### config.mk
export PLATFORM = sky130hd
export DESIGN_NAME = exec_wb_unit
export DESIGN_NICKNAME = d
export VERILOG_FILES = /design/src/rtl/exec_wb_pkg.sv /design/src/rtl/alu_32bit.sv /design/src/rtl/exec_wb_unit.sv
export SDC_FILE = /design/constraint.sdc
export NUM_CORES = 1
export LEC_CHECK = 0
export CAP_MARGIN = 20
export CORE_MARGIN = 2
export CORE_UTILIZATION = 50
export CTS_CLUSTER_DIAMETER = 100
export DETAILED_ROUTE_END_ITERATION = 8
export PLACE_DENSITY = 0.72
export REMOVE_ABC_BUFFERS = 1
export SYNTH_ARGS = -nofsm -noshare
export SYNTH_HDL_FRONTEND = slang
export SYNTH_HIERARCHICAL = 1
export SYNTH_SLANG_ARGS = --single-unit
### constraint.sdc
create_clock -name clk -period 4.4 [get_ports clk]
set_input_delay 0.66 -clock clk [delete_from_list [all_inputs] [get_ports clk]]
set_output_delay 0.66 -clock clk [all_outputs]
set_load 0.05 [all_outputs]
### src/rtl/exec_wb_pkg.sv
// Shared definitions for the execute/write-back unit.
// Holds the 9-bit instruction field layout, opcode encodings, FSM state
// encodings and small decode helpers used by exec_wb_unit and alu_32bit.
package exec_wb_pkg;

    // Instruction layout: op[8:6], rd[5:4], rs1[3:2], rs2[1:0]
    localparam int INSTR_W = 9;
    localparam int OP_MSB  = 8;
    localparam int OP_LSB  = 6;
    localparam int RD_MSB  = 5;
    localparam int RD_LSB  = 4;
    localparam int RS1_MSB = 3;
    localparam int RS1_LSB = 2;
    localparam int RS2_MSB = 1;
    localparam int RS2_LSB = 0;

    typedef enum logic [2:0] {
        OP_ADD = 3'b000,
        OP_SUB = 3'b001,
        OP_AND = 3'b010,
        OP_OR  = 3'b011,
        OP_XOR = 3'b100,
        OP_SLT = 3'b101,
        OP_SLL = 3'b110,
        OP_NOP = 3'b111
    } op_e;

    typedef enum logic [1:0] {
        ST_IDLE = 2'b00,
        ST_READ = 2'b01,
        ST_EXEC = 2'b10,
        ST_WB   = 2'b11
    } state_e;

    // NOP is the only opcode that retires without touching the register file.
    function automatic logic op_writes_reg(input op_e op);
        return (op != OP_NOP);
    endfunction

    // Only the arithmetic ops produce a meaningful carry/borrow.
    function automatic logic op_sets_carry(input op_e op);
        return (op == OP_ADD) || (op == OP_SUB);
    endfunction

endpackage

### src/rtl/alu_32bit.sv
// Combinational ALU for exec_wb_unit.
// Ports: a, b     - operands
//        op       - opcode (exec_wb_pkg::op_e)
//        result   - operation result (ADD/SUB wrap modulo 2^DATA_W)
//        carry    - ADD carry-out, or SUB unsigned borrow (a < b); 0 otherwise
module alu_32bit
    import exec_wb_pkg::*;
#(
    parameter int DATA_W = 32
) (
    input  logic [DATA_W-1:0] a,
    input  logic [DATA_W-1:0] b,
    input  op_e               op,
    output logic [DATA_W-1:0] result,
    output logic              carry
);

    localparam int SHAMT_W = $clog2(DATA_W);

    logic [DATA_W:0] sum_s;
    logic [DATA_W:0] diff_s;
    logic            slt_s;

    // Extra top bit gives carry-out for ADD and borrow for SUB.
    assign sum_s  = {1'b0, a} + {1'b0, b};
    assign diff_s = {1'b0, a} - {1'b0, b};
    assign slt_s  = ($signed(a) < $signed(b));

    // Opcode decode
    always_comb begin
        result = '0;
        carry  = 1'b0;
        case (op)
            OP_ADD: begin
                result = sum_s[DATA_W-1:0];
                carry  = sum_s[DATA_W];
            end
            OP_SUB: begin
                result = diff_s[DATA_W-1:0];
                carry  = diff_s[DATA_W];
            end
            OP_AND:  result = a & b;
            OP_OR:   result = a | b;
            OP_XOR:  result = a ^ b;
            OP_SLT:  result = {{(DATA_W-1){1'b0}}, slt_s};
            OP_SLL:  result = a << b[SHAMT_W-1:0];
            OP_NOP:  result = '0;
            default: result = '0;
        endcase
    end

endmodule

### src/rtl/exec_wb_unit.sv
// Multi-cycle execute/write-back unit: IDLE -> READ -> EXEC -> WB -> IDLE,
// one instruction in flight, one instruction per 4 cycles.
// Ports: clk, reset (sync, active-high)
//        instr/instr_valid/instr_ready - instruction handshake (ready only in IDLE)
//        ReadReg1/2, ReadData1/2       - register-file read port (data combinational)
//        WriteReg/WriteData/RegWrite   - register-file write port (WB cycle only)
//        done       - one-cycle pulse per retired instruction
//        zero_flag  - last non-NOP result was zero
//        carry_flag - carry/borrow of last ADD/SUB
//        retired    - wrapping count of retired instructions
module exec_wb_unit
    import exec_wb_pkg::*;
#(
    parameter int DATA_W = 32,
    parameter int ADDR_W = 2
) (
    input  logic               clk,
    input  logic               reset,
    input  logic [INSTR_W-1:0] instr,
    input  logic               instr_valid,
    output logic               instr_ready,
    output logic [ADDR_W-1:0]  ReadReg1,
    output logic [ADDR_W-1:0]  ReadReg2,
    input  logic [DATA_W-1:0]  ReadData1,
    input  logic [DATA_W-1:0]  ReadData2,
    output logic [ADDR_W-1:0]  WriteReg,
    output logic [DATA_W-1:0]  WriteData,
    output logic               RegWrite,
    output logic               done,
    output logic               zero_flag,
    output logic               carry_flag,
    output logic [7:0]         retired
);

    state_e              state_r, state_s;
    logic                accept_s;
    op_e                 op_r;
    logic [ADDR_W-1:0]   rd_r, rs1_r, rs2_r;
    logic [DATA_W-1:0]   a_r, b_r;
    logic [DATA_W-1:0]   alu_result_s;
    logic                alu_carry_s;
    logic                instr_ready_r;
    logic [ADDR_W-1:0]   write_reg_r;
    logic [DATA_W-1:0]   write_data_r;
    logic                reg_write_r;
    logic                done_r;
    logic                zero_r;
    logic                carry_r;
    logic [7:0]          retired_r;

    alu_32bit #(.DATA_W(DATA_W)) u_alu (
        .a      (a_r),
        .b      (b_r),
        .op     (op_r),
        .result (alu_result_s),
        .carry  (alu_carry_s)
    );

    // FSM state register
    always_ff @(posedge clk) begin
        if (reset) begin
            state_r <= ST_IDLE;
        end else begin
            state_r <= state_s;
        end
    end

    // FSM next-state and accept decode
    always_comb begin
        state_s  = state_r;
        accept_s = 1'b0;
        case (state_r)
            ST_IDLE: begin
                if (instr_valid) begin
                    state_s  = ST_READ;
                    accept_s = 1'b1;
                end else begin
                    state_s  = ST_IDLE;
                end
            end
            ST_READ: state_s = ST_EXEC;
            ST_EXEC: state_s = ST_WB;
            ST_WB:   state_s = ST_IDLE;
            default: state_s = ST_IDLE;
        endcase
    end

    // Datapath: instruction latch, operand capture, result/flag registers, retire count
    always_ff @(posedge clk) begin
        if (reset) begin
            op_r          <= OP_NOP;
            rd_r          <= '0;
            rs1_r         <= '0;
            rs2_r         <= '0;
            a_r           <= '0;
            b_r           <= '0;
            instr_ready_r <= 1'b1;
            write_reg_r   <= '0;
            write_data_r  <= '0;
            reg_write_r   <= 1'b0;
            done_r        <= 1'b0;
            zero_r        <= 1'b0;
            carry_r       <= 1'b0;
            retired_r     <= 8'd0;
        end else begin
            instr_ready_r <= (state_s == ST_IDLE);
            // Write enable and done are single-cycle: cleared unless leaving EXEC.
            reg_write_r   <= 1'b0;
            done_r        <= 1'b0;
            case (state_r)
                ST_IDLE: begin
                    if (accept_s) begin
                        op_r  <= op_e'(instr[OP_MSB:OP_LSB]);
                        rd_r  <= instr[RD_MSB:RD_LSB];
                        rs1_r <= instr[RS1_MSB:RS1_LSB];
                        rs2_r <= instr[RS2_MSB:RS2_LSB];
                    end
                end
                ST_READ: begin
                    a_r <= ReadData1;
                    b_r <= ReadData2;
                end
                ST_EXEC: begin
                    done_r      <= 1'b1;
                    write_reg_r <= rd_r;
                    if (op_writes_reg(op_r)) begin
                        write_data_r <= alu_result_s;
                        reg_write_r  <= 1'b1;
                        zero_r       <= (alu_result_s == '0);
                    end
                    if (op_sets_carry(op_r)) begin
                        carry_r <= alu_carry_s;
                    end
                end
                ST_WB: begin
                    retired_r <= retired_r + 8'd1;
                end
                default: begin
                    reg_write_r <= 1'b0;
                end
            endcase
        end
    end

    // Read addresses come straight from the latched rs fields, so they are
    // stable through READ and EXEC.
    assign ReadReg1    = rs1_r;
    assign ReadReg2    = rs2_r;
    assign instr_ready = instr_ready_r;
    assign WriteReg    = write_reg_r;
    assign WriteData   = write_data_r;
    assign RegWrite    = reg_write_r;
    assign done        = done_r;
    assign zero_flag   = zero_r;
    assign carry_flag  = carry_r;
    assign retired     = retired_r;

endmodule

==> results.txt <==
Port Buf Inserts: 126
Critical Setup Path Class: flip-flop to flip-flop
1st-pass router iterations: 6
Async SR Flop Fraction: 0
Hold Fails Final Rpt: 0
Antenna violations before repair: 1
Number of enable flip-flop cells after synthesis: 0
Slowest CP cell: a2111oi_2
Area of the multi-input gates: 8080 µm²
Die Area: 24000 µm²
CTS buffer count: 17
Worst Hold Margin: 0.459 ns
CTS Root Cell: clkbuf_16
Post-DP HPWL: 33300 µm
Layout Cells excl Fill: 1888
Sequential fraction of the synthesis area: 0.214
CTS clk-pin slew, worst paths: 0.07 ns
Clock H-tree levels: 4
NumNets Final: 1771
Worst path top cell family by delay: compound AO/OA/AOI/OAI gates
RSZ-0062 raised after global routing: false
GRT overflow: 0
Clock latency on the worst-skew pair: 0.44 ns
Warnings from Yosys: 6
Register area: 2450 µm²
GP Congestion: 1.01
Post-Syn Area: 11400 µm²
Core Area: 22500 µm²
Post-route ant nets: 0
Worst-path cell chain: inv_1, ha_1, fa_1, o21bai_1, a211oi_1, a21oi_1, o2111ai_1, a2111oi_2, o22ai_1, a221oi_1, o21ai_1, nor4_1, nand4_1, o41ai_1
First-pass GRT wire length: 66200 µm
Peak supply drop: 0.194 mV
Buf/Inv on CP: 1
Crit end category: flip-flop
CTS Buffer Depth: 2
Final min period: 4.22 ns
Fin Clk Skew: 0.0159 ns
Setup WS post-layout: 0.181 ns
Post-CTS Setup Bufs: 0
Max-slew violations: 0
Slew @ Worst Pin: 1.01 ns
Row count: 55
CP peak stage delay: 0.70 ns
Inst Count DP: 1856
Top FF cell, synth: dfxtp_1
Mapped Cells: 1488
Post-route cell area: 13600 µm²
Total Power: 0.00462 W
Vias in the first global route: 11.2k
Max Cap Viol: 0
Worst Path Max Fanout: 6
Library cells used by synthesis: 89
Register bit total from synthesis: 122
Initial drt markers: 1230
Power per cell area: 339 nW/µm²
Fmax achieved: 0.237 GHz
Placed inst area: 13000 µm²
Area Growth Syn to Fin: 19.3%
Vias per inst: 6.42
Hold Crit Class: flip-flop to flip-flop
P_leak: 5.17 nW
CTS sink cnt: 122
Die Wd: 155 µm
Layout cells sized above 1: 0.103
Placement Setup Slack: 0.196 ns
CTS tree: built
Slew HR: 0.321
Die height: 155 µm
Period Utilization, post-route: 0.959
Largest net degree at the start of global routing: 69
Mean post-synth cell area: 7.67 µm²
DR vias: 12.1k
Startpoint class of the critical path: flip-flop
Global-route usage over all layers: 0.356
Outcome: finished, final reports clean
Worst EP required: 4.73 ns
Average routed wire per standard cell: 23.1 µm
Initial core utilization: 0.507
Number of placed I/O pins: 127
DR DRC count: 0
# fillers: 2111
Final setup viols: 0
Diode count: 0
WP data arrival: 4.55 ns
Post-Route WL: 43600 µm
==> worst paths after layout <==
kind	cells after the start	start	endpoint	slack [ns]
hold / removal	2	ReadReg2[1]	ReadReg2[1]	0.46
setup / recovery	14	a_r[0]	zero_flag	0.18
hold reg to reg	2	ReadReg2[1]	ReadReg2[1]	0.46
setup reg to reg	14	a_r[0]	zero_flag	0.18
==> routing by layer <==
layer  GRT usage  vias to the layer above  wire length (µm)
met4       0.153                        2              1980
met3      0.0582                      122              3710
li1            -                     5599                 -
met1       0.484                     5781             18600
met2       0.558                      619             19300
met5           0                        -                13
==> power breakdown <==
group | switching, W | internal, W
combinational | 0.00122 | 0.000716
sequential | 0.0000748 | 0.00116
clock | 0.000686 | 0.000759
total | 0.00198 | 0.00264
==> cells by family after synthesis <==
kind of cell / Yosys count / synth area share
AO/OA/AOI/OAI: 474 / 0.272
AND/OR/NAND/NOR: 425 / 0.172
buffers and inverters: 219 / 0.0804
multiplexers: 123 / 0.129
flip-flops: 122 / 0.214
adder cells (fa/ha/maj): 105 / 0.116
XOR/XNOR: 20 / 0.0153
==> tightest hold or removal path: cells and delay by family (launching register included) <==
family | cells | cell delay (ns)
flops | 1 | 0.31
simple gates | 1 | 0.05
compound gates | 1 | 0.05
==> stage by stage <==
stage	TNS (ns)	util
floorplan	-0.203	-
global placement	0	0.579
CTS	0	0.604
global route	0	0.605
detailed placement	0	0.579
finish	0	0.605
==> sequential cells by signal, summed over array words and instances, names as in the netlist <==
name	count
ReadReg1	2
ReadReg2	2
RegWrite	1
WriteData	32
WriteReg	2
a_r	32
b_r	32
carry_flag	1
done	1
instr_ready	1
op_r	3
rd_r	2
retired	8
state_r	2
zero_flag	1
==> cell usage after synthesis (12+ instances only) <==
cell type	instances	area share
and3_1	12	0.0066
a21oi_1	149	0.065
o221ai_1	13	0.010
nand3_1	55	0.024
a21o_1	19	0.012
mux2_2	12	0.012
mux2i_1	93	0.082
o211ai_1	13	0.0086
dfxtp_1	122	0.21
a22oi_1	23	0.015
xnor2_1	14	0.011
mux4_2	18	0.036
nor2b_1	12	0.0066
nand2_1	94	0.031
a211oi_1	22	0.014
o21ai_0	89	0.039
o22ai_1	28	0.015
nor2_1	162	0.053
inv_1	110	0.036
buf_2	25	0.011
nor3_1	17	0.0075
o31ai_1	15	0.0099
ha_1	103	0.11
nor4_1	12	0.0066
nand4_1	13	0.0071
clkbuf_1	55	0.018
==> area by class of cell <==
type	count	share of cell area
sequential	122	0.180
inverter	115	0.0317
clock buffer	17	0.0312
multi-input combinational	1147	0.594
tap	285	0.0262
timing repair buffer	187	0.126
clock inverter	15	0.0113
==> cells in the final DEF, fill, tap and decap left out, types with 5 or more instances in the layout <==
cell type,count
nor2_1,162
a21oi_1,149
clkdlybuf4s50_1,125
dfxtp_1,119
inv_1,110
ha_1,102
nand2_1,94
mux2i_1,93
o21ai_0,89
buf_4,62
nand3_1,55
o22ai_1,28
a22oi_1,23
a211oi_1,22
a21o_1,19
mux4_2,18
clkbuf_16,17
nor3_1,16
o31ai_1,15
xnor2_1,14
nand4_1,13
o221ai_1,13
o211ai_1,13
and3_1,12
nor2b_1,12
mux2_2,12
nor4_1,11
and2_1,10
a221oi_1,10
a31oi_1,10
o22a_1,10
or3_1,8
inv_8,7
or2_2,7
xor2_1,6
nand2b_1,6
o211a_1,5
o21bai_1,5
==> timing repair <==
action | in CTS | in global routing
endpoints found under the setup margin | 0 | 1
hold buffers | 0 | 0
gates resized for setup | 0 | 2
Power figures use the tool's default switching activity.
